==> src/rtl/key_sideload_serializer_pkg.sv <==
// -----------------------------------------------------------------------------
// key_sideload_serializer_pkg
// Shared key definitions for the sideload key path: share count, key width,
// the sideload request type, the default output slice width and the state
// encoding of the key serializer.
// -----------------------------------------------------------------------------
package key_sideload_serializer_pkg;

    localparam int unsigned Shares    = 32'd2;
    localparam int unsigned KeyWidth  = 32'd64;
    localparam int unsigned WordWidth = 32'd32;
    localparam int unsigned NumWords  = KeyWidth / WordWidth;

    // Sideload request: all key shares, share 0 in the least significant bits.
    typedef struct packed {
        logic [Shares-1:0][KeyWidth-1:0] key;
    } hw_key_req_t;

    typedef enum logic [1:0] {
        IDLE = 2'd0,
        SEND = 2'd1,
        WIPE = 2'd2
    } key_ser_state_e;

    // Index width for a count of n items, never narrower than one bit.
    function automatic int unsigned idx_width(input int unsigned n);
        return (n > 32'd1) ? int'($clog2(n)) : 32'd1;
    endfunction

endpackage

==> src/rtl/key_slice_mux.sv <==
// -----------------------------------------------------------------------------
// key_slice_mux
// Pure combinational selection of one slice of a multi-share key:
//   word = key[share][idx*WordWidth +: WordWidth]
// Ports:
//   key   - flattened key, share s occupies bits [s*KeyWidth +: KeyWidth]
//   share - share index of the requested slice
//   idx   - slice index within the share
//   word  - selected slice (zero for an out-of-range index)
// -----------------------------------------------------------------------------
module key_slice_mux #(
    parameter int unsigned Shares    = 32'd2,
    parameter int unsigned KeyWidth  = 32'd64,
    parameter int unsigned WordWidth = 32'd32,
    parameter int unsigned ShareW    = 32'd1,
    parameter int unsigned IdxW      = 32'd1
) (
    input  logic [Shares*KeyWidth-1:0] key,
    input  logic [ShareW-1:0]          share,
    input  logic [IdxW-1:0]            idx,
    output logic [WordWidth-1:0]       word
);

    localparam int unsigned NumWords = KeyWidth / WordWidth;

    // AND-OR mux over every (share, idx) slot; exactly one slot matches.
    always_comb begin
        word = '0;
        for (int unsigned s = 32'd0; s < Shares; s++) begin
            for (int unsigned w = 32'd0; w < NumWords; w++) begin
                word = word | ({WordWidth{(share == ShareW'(s)) && (idx == IdxW'(w))}}
                               & key[s*KeyWidth + w*WordWidth +: WordWidth]);
            end
        end
    end

endmodule

==> src/rtl/key_sideload_serializer.sv <==
// -----------------------------------------------------------------------------
// key_sideload_serializer
// Captures one sideload key (all shares) on a valid/ready handshake and
// streams it as WordWidth-bit slices, share 0 first, slice 0 first. The held
// key is wiped after the final beat or when clear_i is asserted.
//
// Optional build macro KEY_SERIALIZE_UNMASK_EN: when defined, the shares are
// XOR-folded at capture and only the NumWords slices of the plain key are
// streamed (word_share_o tied to 0).
//
// Ports:
//   clk_i, rst_ni      - clock, asynchronous active-low reset
//   key_valid_i/ready_o- key capture handshake (ready only in IDLE)
//   key_i              - sideload key, all shares
//   clear_i            - abort transfer and wipe held key (highest priority)
//   word_valid_o/ready_i - slice handshake
//   word_o             - current slice (zero whenever not valid)
//   word_share_o       - share index of the slice
//   word_idx_o         - slice index within its share
//   word_last_o        - final slice of the key
//   busy_o             - transfer or wipe in progress
// -----------------------------------------------------------------------------
module key_sideload_serializer
    import key_sideload_serializer_pkg::*;
#(
    parameter int unsigned Shares    = key_sideload_serializer_pkg::Shares,
    parameter int unsigned KeyWidth  = key_sideload_serializer_pkg::KeyWidth,
    parameter int unsigned WordWidth = key_sideload_serializer_pkg::WordWidth
) (
    input  logic                                        clk_i,
    input  logic                                        rst_ni,
    input  logic                                        key_valid_i,
    output logic                                        key_ready_o,
    input  logic [$bits(hw_key_req_t)-1:0]              key_i,
    input  logic                                        clear_i,
    output logic                                        word_valid_o,
    input  logic                                        word_ready_i,
    output logic [WordWidth-1:0]                        word_o,
    output logic [idx_width(Shares)-1:0]                word_share_o,
    output logic [idx_width(KeyWidth/WordWidth)-1:0]    word_idx_o,
    output logic                                        word_last_o,
    output logic                                        busy_o
);

    localparam int unsigned NumWords = KeyWidth / WordWidth;
    localparam int unsigned ShareW   = idx_width(Shares);
    localparam int unsigned IdxW     = idx_width(NumWords);
`ifdef KEY_SERIALIZE_UNMASK_EN
    localparam int unsigned HeldShares = 32'd1;
`else
    localparam int unsigned HeldShares = Shares;
`endif
    localparam logic [ShareW-1:0] LastShare = ShareW'(HeldShares - 32'd1);
    localparam logic [IdxW-1:0]   LastIdx   = IdxW'(NumWords - 32'd1);

    if (KeyWidth % WordWidth != 32'd0) begin : g_word_width_check
        $error("KeyWidth must be a multiple of WordWidth");
    end
    if (Shares * KeyWidth != $bits(hw_key_req_t)) begin : g_key_type_check
        $error("Shares/KeyWidth do not match hw_key_req_t");
    end

    key_ser_state_e                     state_r, state_s;
    hw_key_req_t                        key_req_s;
    logic [HeldShares*KeyWidth-1:0]     key_r, key_cap_s;
    logic [ShareW-1:0]                  share_r;
    logic [IdxW-1:0]                    idx_r;
    logic                               ready_en_r;
    logic                               cap_s, beat_s, wipe_s, last_s, send_s;
    logic [WordWidth-1:0]               slice_s;

    assign key_req_s = hw_key_req_t'(key_i);

`ifdef KEY_SERIALIZE_UNMASK_EN
    // Fold all shares into the plain key at capture time.
    always_comb begin
        key_cap_s = '0;
        for (int unsigned s = 32'd0; s < Shares; s++) begin
            key_cap_s = key_cap_s ^ key_req_s.key[s];
        end
    end
`else
    assign key_cap_s = key_req_s.key;
`endif

    assign last_s = (share_r == LastShare) && (idx_r == LastIdx);

    // Next-state logic; clear_i overrides both capture and slice handshakes.
    always_comb begin
        state_s = state_r;
        cap_s   = 1'b0;
        beat_s  = 1'b0;
        case (state_r)
            IDLE: begin
                if (clear_i) begin
                    state_s = WIPE;
                end else if (key_valid_i && ready_en_r) begin
                    cap_s   = 1'b1;
                    state_s = SEND;
                end else begin
                    state_s = IDLE;
                end
            end
            SEND: begin
                if (clear_i) begin
                    state_s = WIPE;
                end else if (word_ready_i) begin
                    beat_s  = 1'b1;
                    state_s = last_s ? WIPE : SEND;
                end else begin
                    state_s = SEND;
                end
            end
            WIPE: begin
                state_s = IDLE;
            end
            default: begin
                state_s = WIPE;
            end
        endcase
        wipe_s = (state_s == WIPE);
    end

    // State register; ready_en_r keeps key_ready_o low until the first clock after reset.
    always_ff @(posedge clk_i or negedge rst_ni) begin
        if (!rst_ni) begin
            state_r    <= IDLE;
            ready_en_r <= 1'b0;
        end else begin
            state_r    <= state_s;
            ready_en_r <= 1'b1;
        end
    end

    // Held key: zeroed on the way into WIPE so no key bits outlive the transfer.
    always_ff @(posedge clk_i or negedge rst_ni) begin
        if (!rst_ni) begin
            key_r <= '0;
        end else if (wipe_s) begin
            key_r <= '0;
        end else if (cap_s) begin
            key_r <= key_cap_s;
        end else begin
            key_r <= key_r;
        end
    end

    // Share/slice counters: slice index wraps into the next share.
    always_ff @(posedge clk_i or negedge rst_ni) begin
        if (!rst_ni) begin
            share_r <= '0;
            idx_r   <= '0;
        end else if (wipe_s || cap_s) begin
            share_r <= '0;
            idx_r   <= '0;
        end else if (beat_s) begin
            if (idx_r == LastIdx) begin
                idx_r   <= '0;
                share_r <= share_r + ShareW'(32'd1);
            end else begin
                idx_r   <= idx_r + IdxW'(32'd1);
                share_r <= share_r;
            end
        end else begin
            share_r <= share_r;
            idx_r   <= idx_r;
        end
    end

    key_slice_mux #(
        .Shares    (HeldShares),
        .KeyWidth  (KeyWidth),
        .WordWidth (WordWidth),
        .ShareW    (ShareW),
        .IdxW      (IdxW)
    ) u_key_slice_mux (
        .key   (key_r),
        .share (share_r),
        .idx   (idx_r),
        .word  (slice_s)
    );

    // All outputs decode registered state only; key data is gated outside SEND.
    assign send_s       = (state_r == SEND);
    assign key_ready_o  = ready_en_r && (state_r == IDLE);
    assign word_valid_o = send_s;
    assign word_o       = send_s ? slice_s : '0;
    assign word_idx_o   = send_s ? idx_r : '0;
    assign word_last_o  = send_s && last_s;
    assign busy_o       = (state_r != IDLE);
`ifdef KEY_SERIALIZE_UNMASK_EN
    assign word_share_o = '0;
`else
    assign word_share_o = send_s ? share_r : '0;
`endif

endmodule
==> config.mk <==
export PLATFORM = sky130hd
export DESIGN_NAME = key_sideload_serializer
export DESIGN_NICKNAME = d
export VERILOG_FILES = /design/src/rtl/key_sideload_serializer_pkg.sv /design/src/rtl/key_slice_mux.sv /design/src/rtl/key_sideload_serializer.sv
export SDC_FILE = /design/constraint.sdc
export NUM_CORES = 1
export LEC_CHECK = 0
export BUFFER_PORTS_ARGS = -buffer_cell sky130_fd_sc_hd__buf_2
export CAP_MARGIN = 25
export CELL_PAD_IN_SITES_DETAIL_PLACEMENT = 1
export CELL_PAD_IN_SITES_GLOBAL_PLACEMENT = 2
export CORE_MARGIN = 2
export CORE_UTILIZATION = 36
export CTS_BUF_LIST = sky130_fd_sc_hd__clkbuf_8
export DETAILED_ROUTE_END_ITERATION = 8
export PLACE_DENSITY_LB_ADDON = 0.1
export SETUP_SLACK_MARGIN = 0.5
export SYNTH_ARGS = -nofsm -noshare
export SYNTH_HDL_FRONTEND = slang
export SYNTH_SLANG_ARGS = --single-unit
==> constraint.sdc <==
create_clock -name clk_i -period 4.6 [get_ports clk_i]
set_clock_uncertainty 0.15 [all_clocks]
set_input_delay 0.69 -clock clk_i [delete_from_list [all_inputs] [get_ports clk_i]]
set_output_delay 0.69 -clock clk_i [all_outputs]
set_load 0.1 [all_outputs]
# Yosys cells after proc, flatten, opt, wreduce, memory -nomap -nowiden
# Index checks and enable logic that the tools add are counted.
classes:
  n_mul: 0
  n_reduce_logical: 14
  n_bitwise: 9
  addsub: 2
  muxes: 23
  shift: 0
  order_cmp: 0
  n_div: 0
  eq_ne: 3
op_table:
  columns: ["op", "n"]
  rows:
  - ["$mux 128", 2]
  - ["$and 32x32->32", 4]
  - ["$or 32x32->32", 3]
  - ["$mux 32", 1]
  - ["$mux 1", 15]
  - ["$mux 2", 4]
  - ["$reduce_bool 2->1", 4]
  - ["$logic_and 1x1->1", 7]
  - ["$pmux 2 s3", 1]
  - ["$eq 2x2->1 const B", 2]
  - ["$add 1x1->1 const B", 2]
  - ["$eq 2x1->1 const B", 1]
  - ["$logic_not 2->1", 1]
  - ["$not 1->1", 2]
  - ["$reduce_and 2->1", 1]
  - ["$logic_or 1x1->1", 1]
word_totals:
  register_bits: 133
  mem_bits_ro: 0
  mem_bits_rw: 0
  latch_bits: 0
  memories: 0
  out_inout_bits: 38
  inputBits: 133
  word_cells: 56

# Depth between registers and ports, before layout
# Gate-level depths: netlist (run 1).
logic_depth:
  word_depth: 9
  ltp_mapped: 7
  mapped_depth_nobuf: 4

# By module
# From an unflattened synthesis (run 1), not the netlist that was laid out.
unflattened:
  hier_cells: 685
  area_unflattened_um2: 6789.0
modules_own_cells:
  columns: ["module", "seq_area_each_um2", "cells_each", "area_each_um2", "n_inst"]
  rows:
  - ["key_sideload_serializer", 3328.2, 645, 5970.7, 1]
  - ["key_slice_mux", 0.0, 40, 818.3, 1]

# Worst setup path before layout (run 1)
# No wires, ideal clock.
synth_path:
  path_kind: "register to output"
  from: "reg state_r[1]"
  to: "out word_o[22]"
  stages_incl_launch_ff: 4
  setup_slack_ps: 1356
  t_required_ps: 3760
  path_buffers: 1
  arrival_ps: 2404
  cell_sequence: "dfrtp_1 -> nor2b_1 -> clkbuf_1 -> and2_1"
synth_via:
  elab_chain_cells: 2
synth_lines:
  columns: ["element", "line_no", "rtl"]
  rows:
  - ["start, declared", "key_sideload_serializer.sv:63", "key_ser_state_e state_r, state_s;"]
  - ["start signal, assigned", "key_sideload_serializer.sv:130", "state_r <= state_s;"]
  - ["$eq 2x1->1", "key_sideload_serializer.sv:184", "assign send_s = (state_r == SEND);"]
  - ["net word_valid_o", "key_sideload_serializer.sv:36", "output logic word_valid_o,"]
  - ["$mux 32", "key_sideload_serializer.sv:187", "assign word_o = send_s ? slice_s : '0;"]
  - ["end, declared", "key_sideload_serializer.sv:38", "output logic [WordWidth-1:0] word_o,"]
# The timed path passes the listed nets, and every way through them passes these cells.

# Worst setup path in the final report (run 1)
layout_path:
  from: "reg idx_r"
  to: "out word_o[15]"
layout_via:
  elab_chain_cells: 7
layout_lines:
  columns: ["element", "line_no", "rtl"]
  rows:
  - ["start, declared", "key_sideload_serializer.sv:67", "logic [IdxW-1:0] idx_r;"]
  - ["start signal, assigned", "key_sideload_serializer.sv:161", "idx_r <= idx_r + IdxW'(32'd1);"]
  - ["start signal, assigned", "key_sideload_serializer.sv:166", "idx_r <= idx_r;"]
  - ["$not 1->1", "key_slice_mux.sv:31", "word = word | ({WordWidth{(share == ShareW'(s)) && (idx == IdxW'(w))}}"]
  - ["$logic_and 1x1->1", "key_slice_mux.sv:31", null]
  - ["$and 32x32->32", "key_slice_mux.sv:32", "& key[s*KeyWidth + w*WordWidth +: WordWidth]);"]
  - ["$or 32x32->32 (2 in a row)", "key_slice_mux.sv:31", null]
  - ["$or 32x32->32 (*)", "key_slice_mux.sv:31", null]
  - ["$mux 32 (*)", "key_sideload_serializer.sv:187", null]
# Every way passes the cells marked *; elsewhere a longest branch is shown, timed or not.

==> impl_metrics.tcl, run 1 <==
set metrics [dict create \
    fin_cells 1054 \
    achievable-frequency_mhz 294 \
    htree_levels 4 \
    worstSkewPairLatency_ns 0.44 \
    run_status "complete, no violations" \
    synthesis.instances 685 \
    numPlacedInstances 1020 \
    num_io_pins 171 \
    grt_overflow_total 0 \
    tns_ns 0 \
    drv_slew 0 \
    timing.critical_path.from_type "register" \
    floorplan.die.height_um 141 \
    antenna_cells 0 \
    hold_path_class "primary input to register" \
    power.density_mw_per_mm2 339 \
    pwr-share-clk_pct 38.2 \
    slew-limit-headroom_pct 31.8 \
    nets 940 \
    tritoncts.num_buffers 17 \
    final.hold.worst_slack_ns 0.335 \
    syn-num-nets 818 \
    fraction_of_layout_cells_with_a_size_suffix_above_1_pct 31.5 \
    place.port_buffers 170 \
    type_of_the_worst_setup_path "register to primary output" \
    tritoncts_num_sinks 133 \
    grt_pass1_wl_um 33900 \
    number_of_post_cts_setup_repair_buffers 0 \
    placer_congestion 0.787 \
    p_int_w 0.00195 \
    combinationalPowerShare_pct 15.4 \
    post_synth_num_cell_types 28 \
    floorplan.initialDensity_pct 36.4 \
    timing_worst_slew_pin_value_ns 1.02 \
    drtAntennaViolNets 0 \
    floorplan.rows 50 \
    power.net_switching_w 0.000795 \
    synth_async_reset_ratio_pct 100 \
    worst_setup_path_end_kind "primary output" \
    cts-root-to-sink-buffers 2 \
    setup_violations 0 \
    grt_antenna_before_repair 1 \
    required_ns 3.76 \
    static-leakage-power_nw 3.52 \
    synth_enable_flop_cells 0 \
    drcViolationCount 0 \
    hpwl_um 13600 \
    synthFlopType "sky130_fd_sc_hd__dfrtp_1" \
    total_power_w 0.00275 \
    detail_route.wl_per_cell_um 20.4 \
    finish.instance_area_mm2 0.00811 \
    switching_share_pct 28.9 \
    synthesis.area_per_instance_um2 9.87 \
    crit_arrival_ns 2.56 \
    synth-seq-cells 133 \
    syn_area_mm2 0.00676 \
    first_global_vias 6135 \
    coreArea_mm2 0.0186 \
    drt_first_pass_iters 4 \
    die_w_um 141 \
    rsz_0062_raised_after_global_routing "no" \
    max-cap-violations 0 \
    seq_power_share_pct 46.4 \
    cts_root_buffer "sky130_fd_sc_hd__clkbuf_8" \
    globalRouteTotalUtil_pct 21.9 \
    areaGrowthSynthToFinish_pct 19.9 \
    critical_path_peak_fanout 21 \
    timing.final.crit_period_ns 3.40 \
    die_area_mm2 0.0199 \
    fin_crit_sh_pct 73.9 \
    detailedRoute.firstIterationViolations 361 \
    timing.final.hold_violations 0 \
    dpl_cell_area_mm2 0.00764 \
    peakVddDrop_mv 0.168 \
    grt_max_degree 105 \
    drt-total-wl_um 21500 \
    detailroute.via_count 5902 \
    path_clk_slew_ns 0.08 \
    num-fill-cells 2131 \
    yosys_warnings 0 \
    tritoncts "built" \
    synth_seq_area_share_pct 49.2 \
    via_per_instance_ratio 5.60 \
]
## kinds of logic (layout without fill, tap and decap cells)
family	count (synthesis)	after routing	synth area share [%]
multiplexers	32	32	10.7
flip-flops	133	133	49.2
other	1	1	0.0555
XOR/XNOR	1	1	0.130
buffers and inverters	85	220	6.74
AO/OA/AOI/OAI	260	260	19.5
AND/OR/NAND/NOR	173	173	13.7
## final cells by class
cell class / instances / area (um2) / share of cell area, %
clock buffer: 20 / 275 / 3.40
clock inverter: 12 / 151 / 1.87
inverter: 3 / 13.8 / 0.170
multi-input combinational: 467 / 3010 / 37.1
sequential: 133 / 3330 / 41.1
tap: 234 / 293 / 3.61
timing repair buffer: 185 / 1040 / 12.8
## layer usage
metal	GRT usage, %	part of all wire, %
met3	4.11	4.4
met2	34.2	47
met1	31.0	47
met5	0	0.070
met4	6.84	1.5
## power by group through the flow
stage               Combinational [W]  Clock (W)  Sequential, W
floorplan                    0.000283          0        0.00128
global placement             0.000409          0        0.00130
detailed placement           0.000421          0        0.00130
CTS                          0.000423    0.00109        0.00128
global route                 0.000465    0.00113        0.00128
finish                       0.000422    0.00105        0.00128
## cell usage in the layout, fill, tap and decap left out
master,Yosys,layout
sky130_fd_sc_hd__nand2b_4,0,1
sky130_fd_sc_hd__inv_1,2,2
sky130_fd_sc_hd__inv_4,0,1
sky130_fd_sc_hd__buf_2,12,169
sky130_fd_sc_hd__and2_1,34,34
sky130_fd_sc_hd__a41oi_1,1,1
sky130_fd_sc_hd__nor2b_4,0,2
sky130_fd_sc_hd__clkinvlp_4,0,5
sky130_fd_sc_hd__dfrtp_2,0,2
sky130_fd_sc_hd__mux4_2,32,32
sky130_fd_sc_hd__or2_2,1,1
sky130_fd_sc_hd__clkinv_2,1,3
sky130_fd_sc_hd__inv_6,0,1
sky130_fd_sc_hd__nor3_1,2,2
sky130_fd_sc_hd__dlygate4sd3_1,0,1
sky130_fd_sc_hd__and3_1,1,1
sky130_fd_sc_hd__nor2_1,1,1
sky130_fd_sc_hd__buf_16,0,2
sky130_fd_sc_hd__bufinv_16,0,3
sky130_fd_sc_hd__buf_6,13,1
sky130_fd_sc_hd__o21ai_0,128,128
sky130_fd_sc_hd__dfrtp_1,133,131
sky130_fd_sc_hd__nand3_1,129,129
sky130_fd_sc_hd__buf_12,0,2
sky130_fd_sc_hd__a31o_2,1,1
sky130_fd_sc_hd__clkbuf_8,0,20
sky130_fd_sc_hd__a21oi_1,128,128
sky130_fd_sc_hd__xnor2_1,1,1
sky130_fd_sc_hd__conb_1,1,1
sky130_fd_sc_hd__o22ai_4,0,1
sky130_fd_sc_hd__nor4bb_1,1,1
sky130_fd_sc_hd__a31oi_1,1,1
sky130_fd_sc_hd__buf_4,3,10
sky130_fd_sc_hd__or3b_4,1,1
## synthesized netlist by cell type, types with 2 or more instances
| library cell | instances | share of area (%) |
|---|---|---|
| sky130_fd_sc_hd__a21oi_1 | 128 | 9.5 |
| sky130_fd_sc_hd__and2_1 | 34 | 3.1 |
| sky130_fd_sc_hd__buf_2 | 12 | 0.89 |
| sky130_fd_sc_hd__buf_4 | 3 | 0.33 |
| sky130_fd_sc_hd__buf_6 | 13 | 2.2 |
| sky130_fd_sc_hd__clkbuf_1 | 52 | 2.9 |
| sky130_fd_sc_hd__dfrtp_1 | 133 | 49 |
| sky130_fd_sc_hd__inv_1 | 2 | 0.11 |
| sky130_fd_sc_hd__mux4_2 | 32 | 11 |
| sky130_fd_sc_hd__nand3_1 | 129 | 9.6 |
| sky130_fd_sc_hd__nor2b_1 | 2 | 0.19 |
| sky130_fd_sc_hd__nor3_1 | 2 | 0.15 |
| sky130_fd_sc_hd__o21ai_0 | 128 | 9.5 |
## flip-flops by register name, indices dropped and copies added, names as in the netlist
register,flops
idx_r,1
key_r,128
ready_en_r,1
share_r,1
state_r,2
## metrics by stage
| step | utilization (%) | setup slack, ns |
|---|---|---|
| after global routing | 43.6 | 0.985 |
| after floorplan | - | 1.36 |
| after CTS | 43.4 | 1.09 |
| after global placement | 41.0 | 1.59 |
| final | 43.6 | 1.20 |
| after detailed placement | 41.1 | 1.59 |
## final timing paths
check,start,to,slack [ns],cells past startpoint
worst min register to register,key_r[98],key_r[98],0.39,2
min in group asynchronous,rst_ni,key_r[21],0.45,2
worst max-delay path,idx_r,word_o[15],1.20,4
worst min-delay path,key_i[82],key_r[82],0.33,3
worst max register to register,state_r[1],key_r[19],1.86,5
max in group asynchronous,rst_ni,key_r[118],2.71,4
## worst max-delay path, cell delays in order, from the launching register on
cell	delay, ns
sky130_fd_sc_hd__dfrtp_2	0.78
sky130_fd_sc_hd__buf_4	0.36
sky130_fd_sc_hd__mux4_2	0.52
sky130_fd_sc_hd__and2_1	0.17
sky130_fd_sc_hd__buf_2	0.29
## what timing repair did
action	4_1_cts	5_1_grt
endpoints found under the hold margin	0	7
resized for setup	0	0
hold buffers	0	1
Note: power is estimated with default switching activity, not from simulation.
==> run 2: changes to the inputs <==
--- a/config.mk
+++ b/config.mk
@@ -10,7 +10,7 @@
 export CELL_PAD_IN_SITES_DETAIL_PLACEMENT = 1
 export CELL_PAD_IN_SITES_GLOBAL_PLACEMENT = 2
 export CORE_MARGIN = 2
-export CORE_UTILIZATION = 36
+export CORE_UTILIZATION = 30
 export CTS_BUF_LIST = sky130_fd_sc_hd__clkbuf_8
 export DETAILED_ROUTE_END_ITERATION = 8
 export PLACE_DENSITY_LB_ADDON = 0.1
==> constraint.sdc (replaced) <==
create_clock -name clk_i -period 2.78 [get_ports clk_i]
set_clock_uncertainty 0.15 [all_clocks]
set_input_delay 0.417 -clock clk_i [delete_from_list [all_inputs] [get_ports clk_i]]
set_output_delay 0.417 -clock clk_i [all_outputs]
set_load 0.1 [all_outputs]
==> run 2 against run 1 <==
Compared with the run above:
- sequential share of layout area decreased by 5.1 points
- clock power increased by 62%
- via count increased by 3.5%
- sequential cell count unchanged
- utilization decreased by 1.4 points
- die area increased by 19%
- wire length increased by 12%
- clock-buffer cell count decreased by 2
- cell count increased by 7.9%
- worst hold slack got worse by 0.27 ns
- global-route usage decreased by 1.8 points
- final area increased by 14%
- critical path type unchanged
- critical endpoint is now word_o[3]
- largest power group unchanged
==> impl_metrics.tcl, run 2 (synthesis gave the netlist of run 1 again) <==
set metrics [dict create \
    run_status "complete, no violations" \
    hold_path_class "primary input to register" \
    drcViolationCount 0 \
    path_clk_slew_ns 0.08 \
    most_flop_heavy_register "key_r" \
    tritoncts_num_sinks 133 \
    max-cap-violations 0 \
    detailedRoute.firstIterationViolations 253 \
    timing_worst_slew_pin_value_ns 0.722 \
    cell_seen_most_often_among_critical_path_stages "sky130_fd_sc_hd__buf_12" \
    grt_overflow_total 0 \
    htree_levels 4 \
    commonest_non_fill_non_tap_cell_in_the_layout "sky130_fd_sc_hd__buf_2" \
    tns_ns 0 \
    timing.final.crit_period_ns 2.59 \
    critical_path_buffer_and_inverter_count 3 \
    required_ns 2.21 \
    register_area_mm2 0.00334 \
    worstSkewPairLatency_ns 0.43 \
    timing.final.ws_setup_ns 0.194 \
    floorplan.die.height_um 154 \
    drt_first_pass_iters 4 \
    achievable-frequency_mhz 387 \
    power.density_mw_per_mm2 503 \
    fin_crit_sh_pct 93.0 \
    via_per_instance_ratio 5.37 \
    cts_root_buffer "sky130_fd_sc_hd__clkbuf_8" \
    placer_congestion 0.757 \
    nets 976 \
    tritoncts.num_buffers 17 \
    static-leakage-power_nw 3.91 \
    drv_slew 0 \
    drt-total-wl_um 24100 \
    num_io_pins 171 \
    drtAntennaViolNets 0 \
    slew-limit-headroom_pct 51.9 \
    largest_register_ff_count 128 \
    fin_cells 1137 \
    path_cells "buf_4, buf_12, mux4_2, and2_2, buf_12" \
    place.port_buffers 170 \
    slowest_stage "sky130_fd_sc_hd__mux4_2" \
    grt_pass1_wl_um 37200 \
    cp_top_family "multiplexers" \
    mostFrequentLayoutCells "131 x sky130_fd_sc_hd__buf_2, 129 x sky130_fd_sc_hd__nand3_1, 129 x sky130_fd_sc_hd__dfrtp_1" \
    grt_max_degree 81 \
    die_w_um 154 \
    num-fill-cells 2442 \
    areaGrowthSynthToFinish_pct 37.2 \
    critical_path_peak_fanout 8 \
    fraction_of_layout_cells_with_a_size_suffix_above_1_pct 38.2 \
    cts-root-to-sink-buffers 2 \
    coreArea_mm2 0.0220 \
    rsz_0062_raised_after_global_routing "yes" \
    timing.critical_path.from_type "register" \
    critPathMaxStageDelay_ns 0.50 \
    crit_arrival_ns 2.02 \
    floorplan.initialDensity_pct 30.8 \
    grt_antenna_before_repair 2 \
    numPlacedInstances 1080 \
    worst_setup_path_end_kind "primary output" \
    place_ws_ns 0.450 \
    multiInputGateArea_mm2 0.00309 \
    timing.final.hold_violations 0 \
    die_area_mm2 0.0237 \
    first_global_vias 6586 \
    globalRouteTotalUtil_pct 20.1 \
    hpwl_um 14700 \
    detail_route.wl_per_cell_um 21.2 \
    detailroute.via_count 6111 \
    final.hold.worst_slack_ns 0.0619 \
    floorplan.rows 54 \
    type_of_the_worst_setup_path "register to primary output" \
    layout_top_registers "key_r: 128 flops, state_r: 2 flops" \
    peakVddDrop_mv 0.259 \
    tritoncts "built" \
    setup_violations 0 \
]
-- run 2: path summary, 6_finish.rpt --
kind                              endpoint  cells after the start        from  slack (ns)
worst max-delay path             word_o[3]                      5       idx_r        0.19
worst min-delay path             key_r[45]                      3   key_i[45]        0.06
worst max register to register   key_r[18]                      7  state_r[1]        0.64
worst min register to register   key_r[75]                      2   key_r[75]        0.39
max in group asynchronous        key_r[16]                      3      rst_ni        1.37
min in group asynchronous       key_r[117]                      2      rst_ni        0.33
-- run 2: worst min-delay path, delay by kind of cell --
kind	cells	cell delay, ns
simple gates	1	0.05
compound gates	1	0.05
buf+inv	1	0.09
-- run 2: metal layers --
metal / track usage, % / vias to the layer above / wire [um]
li1: - / 2807 / -
met1: 27.2 / 3134 / 10900
met2: 33.2 / 152 / 11800
met3: 4.20 / 18 / 1100
met4: 4.27 / 0 / 223
met5: 0 / - / 0
-- run 2: metrics by stage --
step           area (um2)  power (W)  util (%)
3_5_place_dp         7990    0.00289      36.4
6_report             9280    0.00467      42.2
4_1_cts              9160    0.00469      41.7
2_1_floorplan        6800    0.00258         -
5_1_grt              9270    0.00491      42.2
3_3_place_gp         7960    0.00286      36.3
-- run 2: repair_timing --
item,CTS,global route
hold endpoints to repair,48,0
setup endpoints to repair,37,123
gates cloned,4,4
pin swaps,1,1
setup buffers,15,0
hold buffers,1,0
resized for setup,167,18
-- run 2: area by class of cell --
class	instances	area share, %
diodes	1	0.0270
clock buffers	18	2.67
clock inverters	14	1.77
inverters	3	0.297
multi-input cells	467	33.3
flip-flops and latches	133	36.0
well taps	280	3.78
repair buffers	219	22.1
repair inverters	2	0.189
-- run 2: power by group --
| part | switching, W | internal (W) | total (W) |
|---|---|---|---|
| Clock | 0.000799 | 0.000904 | 0.00170 |
| Combinational | 0.000530 | 0.000332 | 0.000862 |
| Sequential | 0.0000593 | 0.00204 | 0.00210 |
| Total | 0.00139 | 0.00328 | 0.00467 |
